<file path="src/rtl/uart_pkg.sv">
// Shared definitions for the parametrised UART receiver family.
package uart_pkg;

    typedef enum logic [2:0] {
        IDLE      = 3'd0,
        START     = 3'd1,
        DATA      = 3'd2,
        PARITY    = 3'd3,
        STOP      = 3'd4,
        DONE      = 3'd5,
        WAIT_IDLE = 3'd6
    } uart_state_t;

    localparam int unsigned PAR_NONE = 0;
    localparam int unsigned PAR_ODD  = 1;
    localparam int unsigned PAR_EVEN = 2;

    localparam int unsigned MAX_DATA_BITS = 9;

    // Parity bit a transmitter would send for this word; unused upper bits must be 0.
    function automatic logic calc_parity(input logic [MAX_DATA_BITS-1:0] i_data,
                                         input int unsigned i_mode);
        logic w_xor;
        w_xor = ^i_data;
        return (i_mode == PAR_ODD) ? ~w_xor : w_xor;
    endfunction

endpackage

</file>
<file path="src/rtl/uart_rx_filter.sv">
// Serial input conditioning: 2-flop synchroniser followed by a 3-sample majority voter.
module uart_rx_filter (
    input  logic i_Clk,
    input  logic i_Rst_n,
    input  logic i_RX_Serial,
    output logic o_Sync,
    output logic o_Voted
);

    logic       r_Sync1;
    logic       r_Sync2;
    logic [2:0] r_Window;

    always_ff @(posedge i_Clk or negedge i_Rst_n) begin
        if (!i_Rst_n) begin
            r_Sync1  <= 1'b1;
            r_Sync2  <= 1'b1;
            r_Window <= '1;
        end else begin
            r_Sync1  <= i_RX_Serial;
            r_Sync2  <= r_Sync1;
            r_Window <= {r_Window[1:0], r_Sync2};
        end
    end

    assign o_Sync  = r_Sync2;
    assign o_Voted = (r_Window[0] & r_Window[1]) |
                     (r_Window[0] & r_Window[2]) |
                     (r_Window[1] & r_Window[2]);

endmodule

</file>
<file path="src/rtl/uart_rx_param.sv">
// Parametrised UART receiver: configurable data width, parity and stop bits,
// with parity/framing error flags and line-break detection.
module uart_rx_param #(
    parameter int unsigned CLKS_PER_BIT = 217,
    parameter int unsigned DATA_BITS    = 8,
    parameter int unsigned PARITY       = 0,
    parameter int unsigned STOP_BITS    = 1
) (
    input  logic                 i_Clk,
    input  logic                 i_Rst_n,
    input  logic                 i_RX_Serial,
    output logic                 o_RX_DV,
    output logic [DATA_BITS-1:0] o_RX_Data,
    output logic                 o_Parity_Err,
    output logic                 o_Frame_Err,
    output logic                 o_Break
);

    import uart_pkg::*;

    localparam int unsigned MID = (CLKS_PER_BIT - 1) / 2;
    localparam int unsigned CW  = $clog2(CLKS_PER_BIT);
    localparam int unsigned BW  = $clog2(DATA_BITS + 1);

    // START counts from the cycle after the edge was seen, hence MID-1.
    localparam logic [CW-1:0] START_LAST = CW'(MID - 1);
    localparam logic [CW-1:0] BIT_LAST   = CW'(CLKS_PER_BIT - 1);
    localparam logic [BW-1:0] DATA_LAST  = BW'(DATA_BITS - 1);
    localparam logic [BW-1:0] STOP_LAST  = BW'(STOP_BITS - 1);

    logic                     w_Sync;
    logic                     w_Voted;
    logic                     w_Sample;
    logic                     w_Par_Err;
    logic                     w_Break;
    logic [MAX_DATA_BITS-1:0] w_Data_Ext;

    uart_state_t              r_State;
    logic [CW-1:0]            r_Clk_Cnt;
    logic [BW-1:0]            r_Bit_Cnt;
    logic [DATA_BITS-1:0]     r_Shift;
    logic                     r_Par_Bit;
    logic                     r_Stop1;
    logic                     r_Stop_Err;

    uart_rx_filter u_filter (
        .i_Clk       (i_Clk),
        .i_Rst_n     (i_Rst_n),
        .i_RX_Serial (i_RX_Serial),
        .o_Sync      (w_Sync),
        .o_Voted     (w_Voted)
    );

    assign w_Sample = (r_Clk_Cnt == ((r_State == START) ? START_LAST : BIT_LAST));

    always_comb begin
        w_Data_Ext                = '0;
        w_Data_Ext[DATA_BITS-1:0] = r_Shift;
    end

    assign w_Par_Err = (PARITY != PAR_NONE) && (r_Par_Bit != calc_parity(w_Data_Ext, PARITY));
    assign w_Break   = (r_Shift == '0) && ((PARITY == PAR_NONE) || !r_Par_Bit) && !r_Stop1;

    always_ff @(posedge i_Clk or negedge i_Rst_n) begin
        if (!i_Rst_n) begin
            r_State      <= IDLE;
            r_Clk_Cnt    <= '0;
            r_Bit_Cnt    <= '0;
            r_Shift      <= '0;
            r_Par_Bit    <= 1'b0;
            r_Stop1      <= 1'b0;
            r_Stop_Err   <= 1'b0;
            o_RX_DV      <= 1'b0;
            o_RX_Data    <= '0;
            o_Parity_Err <= 1'b0;
            o_Frame_Err  <= 1'b0;
            o_Break      <= 1'b0;
        end else begin
            o_RX_DV <= 1'b0;
            case (r_State)
                IDLE: begin
                    r_Clk_Cnt  <= '0;
                    r_Bit_Cnt  <= '0;
                    r_Stop_Err <= 1'b0;
                    if (!w_Sync) begin
                        r_State <= START;
                    end
                end

                START: begin
                    if (w_Sample) begin
                        r_Clk_Cnt <= '0;
                        r_State   <= w_Voted ? IDLE : DATA;
                    end else begin
                        r_Clk_Cnt <= r_Clk_Cnt + CW'(1);
                    end
                end

                DATA: begin
                    if (w_Sample) begin
                        r_Clk_Cnt <= '0;
                        r_Shift   <= {w_Voted, r_Shift[DATA_BITS-1:1]};
                        if (r_Bit_Cnt == DATA_LAST) begin
                            r_Bit_Cnt <= '0;
                            r_State   <= (PARITY != PAR_NONE) ? uart_pkg::PARITY : STOP;
                        end else begin
                            r_Bit_Cnt <= r_Bit_Cnt + BW'(1);
                        end
                    end else begin
                        r_Clk_Cnt <= r_Clk_Cnt + CW'(1);
                    end
                end

                uart_pkg::PARITY: begin
                    if (w_Sample) begin
                        r_Clk_Cnt <= '0;
                        r_Par_Bit <= w_Voted;
                        r_State   <= STOP;
                    end else begin
                        r_Clk_Cnt <= r_Clk_Cnt + CW'(1);
                    end
                end

                STOP: begin
                    if (w_Sample) begin
                        r_Clk_Cnt <= '0;
                        if (r_Bit_Cnt == '0) begin
                            r_Stop1 <= w_Voted;
                        end
                        if (!w_Voted) begin
                            r_Stop_Err <= 1'b1;
                        end
                        if (r_Bit_Cnt == STOP_LAST) begin
                            r_Bit_Cnt <= '0;
                            r_State   <= DONE;
                        end else begin
                            r_Bit_Cnt <= r_Bit_Cnt + BW'(1);
                        end
                    end else begin
                        r_Clk_Cnt <= r_Clk_Cnt + CW'(1);
                    end
                end

                DONE: begin
                    o_RX_DV      <= 1'b1;
                    o_RX_Data    <= r_Shift;
                    o_Parity_Err <= w_Par_Err;
                    o_Frame_Err  <= r_Stop_Err | w_Break;
                    o_Break      <= w_Break;
                    r_State      <= w_Voted ? IDLE : WAIT_IDLE;
                end

                // A held-low line must go high before a new start bit can be recognised.
                WAIT_IDLE: begin
                    if (w_Sync) begin
                        r_State <= IDLE;
                    end
                end

                default: begin
                    r_State <= IDLE;
                end
            endcase
        end
    end

endmodule

</file>
<file path="config.mk">
export PLATFORM = sky130hd
export DESIGN_NAME = uart_rx_param
export DESIGN_NICKNAME = d
export VERILOG_FILES = /design/src/rtl/uart_pkg.sv /design/src/rtl/uart_rx_filter.sv /design/src/rtl/uart_rx_param.sv
export SDC_FILE = /design/constraint.sdc
export NUM_CORES = 1
export LEC_CHECK = 0
export ABC_CLOCK_PERIOD_IN_PS = 3400
export CORE_UTILIZATION = 40
export CTS_BUF_LIST = sky130_fd_sc_hd__clkbuf_8
export CTS_CLUSTER_DIAMETER = 120
export DETAILED_ROUTE_END_ITERATION = 8
export SYNTH_ARGS = -nofsm -noshare
export SYNTH_HDL_FRONTEND = slang
export SYNTH_SLANG_ARGS = --single-unit
</file>
<file path="constraint.sdc">
create_clock -name i_Clk -period 3.4 [get_ports i_Clk]
set_input_delay 1.02 -clock i_Clk [delete_from_list [all_inputs] [get_ports i_Clk]]
set_output_delay 1.02 -clock i_Clk [all_outputs]
set_load 0.02 [all_outputs]
</file>
* After elaboration in Yosys (flattened, before gate mapping)
Cells that the tools add are included.
** Storage, ports and cells
- Bits in registers :: 41
- Bits in latches :: 0
- Memory bits (writable) :: 0
- Bits in read-only memories :: 0
- Input port bits :: 3
- Logic and storage cells :: 75
- Memories kept :: 0
** Cells by class
- $add $sub $neg :: 2
- Multipliers :: 0
- Div/mod/pow operators :: 0
- $lt $le $gt $ge :: 0
- Equal/unequal tests :: 17
- Shifts and indexed selects :: 0
- Muxes and demuxes :: 23
- Bitwise logic cells :: 6
- Reduce and logical (&&, ||, !) cells :: 14
** Operators with widths (count)
- 3-bit 2-to-1 mux :: 9
- 3-bit case mux with 7 select lines :: 1
- 4-bit 2-to-1 mux :: 4
- 8-bit 2-to-1 mux :: 2
- 2-bit inequality test (second input constant) :: 8
- 8-bit case mux with 2 select lines :: 1
- 4-bit case mux with 3 select lines :: 1
- 3-bit equality test (second input constant) :: 3
- 3-bit AND reduction :: 3
- 8-bit by 1-bit adder with 8-bit output (second input constant) :: 1
- 8-bit equality test :: 1
- 8-bit zero test :: 1
- 8-bit AND reduction :: 1
- 3-bit by 2-bit equality test with 1-bit output (second input constant) :: 2
- 4-bit by 1-bit adder with 4-bit output (second input constant) :: 1
- 4-bit by 3-bit equality test with 1-bit output (second input constant) :: 1
- 4-bit zero test :: 1
- 2-bit nonzero test :: 2
- 4-bit OR reduction :: 1
- 1-bit AND :: 3
- 3-bit by 1-bit equality test with 1-bit output (second input constant) :: 1
- 3-bit zero test :: 1
- 1-bit 2-to-1 mux :: 3
- 1-bit bitwise OR :: 3
- 7 further kinds :: 7

* Longest topological paths before layout
- Depth in word-level cells :: 6
- Mapped depth :: 7
- Mapped depth without buffers :: 7

* By module
Synthesis repeated with hierarchy kept, for this count alone.
** Unflattened totals
- Cells, all modules :: 169
- Area, all modules :: 1933.1 um^2
** By module, submodules not included
- uart_rx_param :: instances 1, cells an instance 163, area each 1790.5 um^2, sequential area each 900.9 um^2
- uart_rx_filter :: instances 1, cells an instance 6, area each 142.6 um^2, sequential area each 131.4 um^2

* Worst setup path before layout
No wires, ideal clock.
- Path kind :: register -> register
- Start :: register r_Clk_Cnt[2]
- End :: register r_Bit_Cnt[3]
- Setup time :: 0.124 ns
- Arrival time :: 1.807 ns
- Setup slack :: 1.469 ns
- Cell stages (with the launch flop) :: 6
- Path buffers :: 0
- Period minus slack after synthesis :: 1.931 ns
- Path through :: dfrtp_1 > nand3b_2 > or3_1 > maj3_2 > or2_4 > a211o_1
** Between the ends
- Cells in the longest elaborated chain, start to end :: 3
- Elaborated cells on any way between the ends :: 4
- Classes of those cells :: 3 x eq/ne; 1 x reduce/logical
** Ends and longest elaborated chain
- start: declaration :: line uart_rx_param.sv:39 : logic [CW-1:0] r_Clk_Cnt;
- start signal: assignment :: line uart_rx_param.sv:95 : r_Clk_Cnt <= r_Clk_Cnt + CW'(1);
- start signal: assignment :: line uart_rx_param.sv:110 : r_Clk_Cnt <= r_Clk_Cnt + CW'(1);
- start signal: assignment :: line uart_rx_param.sv:120 : r_Clk_Cnt <= r_Clk_Cnt + CW'(1);
- 8-bit equality test (*) :: line uart_rx_param.sv:54 : assign w_Sample = (r_Clk_Cnt == ((r_State == START) ? START_LAST : BIT_LAST));
- 2-bit inequality test (no line)
- 3-bit AND reduction (no line) (*)
- end signal: assignment :: line uart_rx_param.sv:107 : r_Bit_Cnt <= r_Bit_Cnt + BW'(1);
- end signal: assignment :: line uart_rx_param.sv:137 : r_Bit_Cnt <= r_Bit_Cnt + BW'(1);
- end: declaration :: line uart_rx_param.sv:40 : logic [BW-1:0] r_Bit_Cnt;
Mark *: on every way between the ends. The rest lies on a longest branch, timed or not.
A chain may end at the register's enable or synchronous reset.

* Worst setup path in the final report
- Start :: register o_Frame_Err
- End :: output o_Frame_Err
** RTL lines
- start: declaration :: line uart_rx_param.sv:15 : output logic o_Frame_Err,
- start signal: assignment :: line uart_rx_param.sv:148 : o_Frame_Err <= r_Stop_Err | w_Break;
No word-level cell between the ends.

==> results.json <==
{
  "dp_hpwl_um": 2450,
  "hold_path_depth": 0,
  "yosysSeqAreaShare": 0.540,
  "totalPowerFinal_mw": 0.895,
  "syn_nets": 185,
  "grt_max_degree": 42,
  "die_x_um": 71.2,
  "slew_headroom": 0.419,
  "grt_pass1_wl_um": 6110,
  "nets": 198,
  "period_minus_slack_ns": 2.28,
  "cp_num_buf_inv": 1,
  "finalSetupTns_ns": 0,
  "drt-initial-drc-count": 75,
  "synth_top_cell_by_area": "dfrtp_1",
  "cts_setup_buffers": 0,
  "start_util": 0.428,
  "areaGrowthSynthToFinish_pct": 14.0,
  "maxSlewViolCount": 0,
  "synth.top_cell.area_share": 0.471,
  "yosys-top-cells-area": "dfrtp_1 47%, mux2_2 9.4%, dfstp_2 6.9%, nand2_1 4.1%, nor2_1 2.9%",
  "ys.flop_type": "dfrtp_1",
  "startpoint_type": "flip-flop",
  "final_util": 0.487,
  "hold_class": "flip-flop to flip-flop",
  "synth.distinct_cells": 42,
  "crit_type": "flip-flop to primary output",
  "io_pins": 15,
  "hold_viol_final": 0,
  "wl_per_cell_um": 14.2,
  "antenna_found_initial": 0,
  "synth_edf_count": 0,
  "fmax_mhz": 438,
  "finalCritPeriodShare": 0.671,
  "port_buffers": 13,
  "crit_slowest_cell": "clkdlybuf4s50_1",
  "cts_tree": "done",
  "maxCapViolCount": 0,
  "grt-ovfl-total": 0,
  "status": "complete, but fails checks",
  "final-setup-viol-count": 0,
  "place.gp.congestion": 0.765,
  "vdd_drop_max_mv": 0.378,
  "yosys-top-cells-count": "36 x dfrtp_1, 21 x nand2_1, 16 x mux2_2",
  "clock_path_buffers": 2,
  "post-place-ws_ns": 1.27,
  "dieArea_sq_um": 5060,
  "violations": "DRC",
  "reg2regPathDepth": 5,
  "rows": 24,
  "die_h_um": 71.2,
  "worst_slack_ns": 1.12,
  "holdPathEnd": "u_filter.o_Sync",
  "max_stage_delay_ns": 0.60,
  "clk_latency_ns": 0.29,
  "cts-root-buf": "clkbuf_8",
  "hold_start": "u_filter.r_Sync1",
  "diodes": 0,
  "hold_buffers": 0,
  "synth_seq_cells": 41,
  "ys_warn_count": 0,
  "timing_worst_slew_pin_value_ns": 0.872,
  "finClkSkew_ns": 0.00835,
  "critPathTopFamily": "buffers and inverters",
  "grt_usage": 0.159,
  "drive_gt1_frac": 0.181,
  "wl_um": 3480,
  "power.density_nw_per_um2": 411,
  "path_cells": "clkdlybuf4s50_1",
  "netlist_instances": 179,
  "grt_pass1_vias": 1290,
  "critPathArrivalTime_ns": 1.26,
  "drc": 2,
  "path_max_fanout": 2,
  "cts_resized": 0,
  "end_kind": "primary output",
  "cts_buffers": 5,
  "synth_async_sr_flop_share": 1.00,
  "synth_area_per_cell_sq_um": 10.7,
  "vias": 1353,
  "power.leakage_nw": 1.01,
  "cts_sinks": 41,
  "syn_area_sq_um": 1910,
  "reg2reg_to": "r_State[1]",
  "synth_most_common_cell": "dfrtp_1",
  "cts.htree.levels": 2,
  "cts.clk_slew.worst_paths_ns": 0.08,
  "rrSetupSlack_ns": 1.24,
  "r2r_start": "r_State[1]",
  "required_ns": 2.38,
  "coreArea_sq_um": 4470,
  "drtPass1Iterations": 6,
  "drtAntennaViolNets": 0,
  "vias_per_cell": 5.52,
  "rsz0062_at_grt": "false"
}
==> placed cells by master, fill, tap and decap left out, types with 2 or more instances in the layout <==
cell type	instances
ha_1	3
nand2_1	21
nor3_1	4
nor2_1	15
clkbuf_8	5
nand3_1	5
a31oi_1	4
nand3b_1	4
inv_1	9
clkdlybuf4s50_1	12
o21ai_0	10
nor4_1	4
dfrtp_1	36
a21oi_1	7
o31ai_1	4
dfstp_2	5
mux2i_1	2
mux2_2	16
nor3b_1	4
==> worst max path at each step <==
stage | cells after the start | start | slack, ns | end
global route | 1 | o_Frame_Err | 1.05 | o_Frame_Err
global placement | 5 | r_State[1] | 1.36 | r_State[1]
detailed placement | 5 | r_State[1] | 1.27 | r_State[0]
CTS | 1 | o_Frame_Err | 1.10 | o_Frame_Err
finish | 1 | o_Frame_Err | 1.12 | o_Frame_Err
floorplan | 5 | r_Clk_Cnt[2] | 1.47 | r_Bit_Cnt[3]
==> logic make-up (layout without fill, tap and decap cells) <==
kind of cell / count (synthesis) / count (layout) / synth area share
AND/OR/NAND/NOR: 65 / 65 / 0.174
flip-flops: 41 / 41 / 0.540
AO/OA/AOI/OAI: 34 / 34 / 0.116
multiplexers: 18 / 18 / 0.105
buffers and inverters: 15 / 29 / 0.0334
adder cells (fa/ha/maj): 5 / 5 / 0.0307
other: 1 / 1 / 0.00196
==> per-layer routing <==
metal	vias up	track usage	wire [um]
met3	4	0.0470	107
met1	663	0.214	1700
met2	29	0.241	1620
met5	-	0	0
li1	657	-	-
met4	0	0.0600	40
==> registers in the layout, summed over array words and instances, names as in the netlist <==
| signal | flops |
|---|---|
| r_Clk_Cnt | 8 |
| r_Bit_Cnt | 4 |
| r_Shift | 8 |
| o_Break | 1 |
| u_filter.r_Sync1 | 1 |
| u_filter.r_Window | 3 |
| r_State | 3 |
| r_Stop1 | 1 |
| u_filter.o_Sync | 1 |
| r_Stop_Err | 1 |
| o_RX_Data | 8 |
| o_Frame_Err | 1 |
| o_RX_DV | 1 |
==> power breakdown <==
group          switching [mW]  total (mW)  internal (mW)
registers             0.00182       0.494          0.493
clock network           0.169       0.387          0.217
logic                  0.0116      0.0144        0.00280
total                   0.183       0.895          0.713
==> metrics by stage <==
stage,instance area [sq um],hold WS [ns],cells
2_1_floorplan,1910,0.345,179
3_3_place_gp,2070,0.351,237
3_5_place_dp,2070,0.352,237
4_1_cts,2180,0.366,245
5_1_grt,2180,0.368,245
6_report,2180,0.363,245
==> final cells by class <==
type                            count  area, sq um
Inverter                            8         30.0
Sequential cell                    41         1030
Tap cell                           52         65.1
Timing Repair Buffer               13          125
Multi-Input combinational cell    123          817
Fill cell                         400         2290
Clock buffer                        5         68.8
Clock inverter                      3         42.5
No activity file was read; power rests on OpenSTA's default activity.
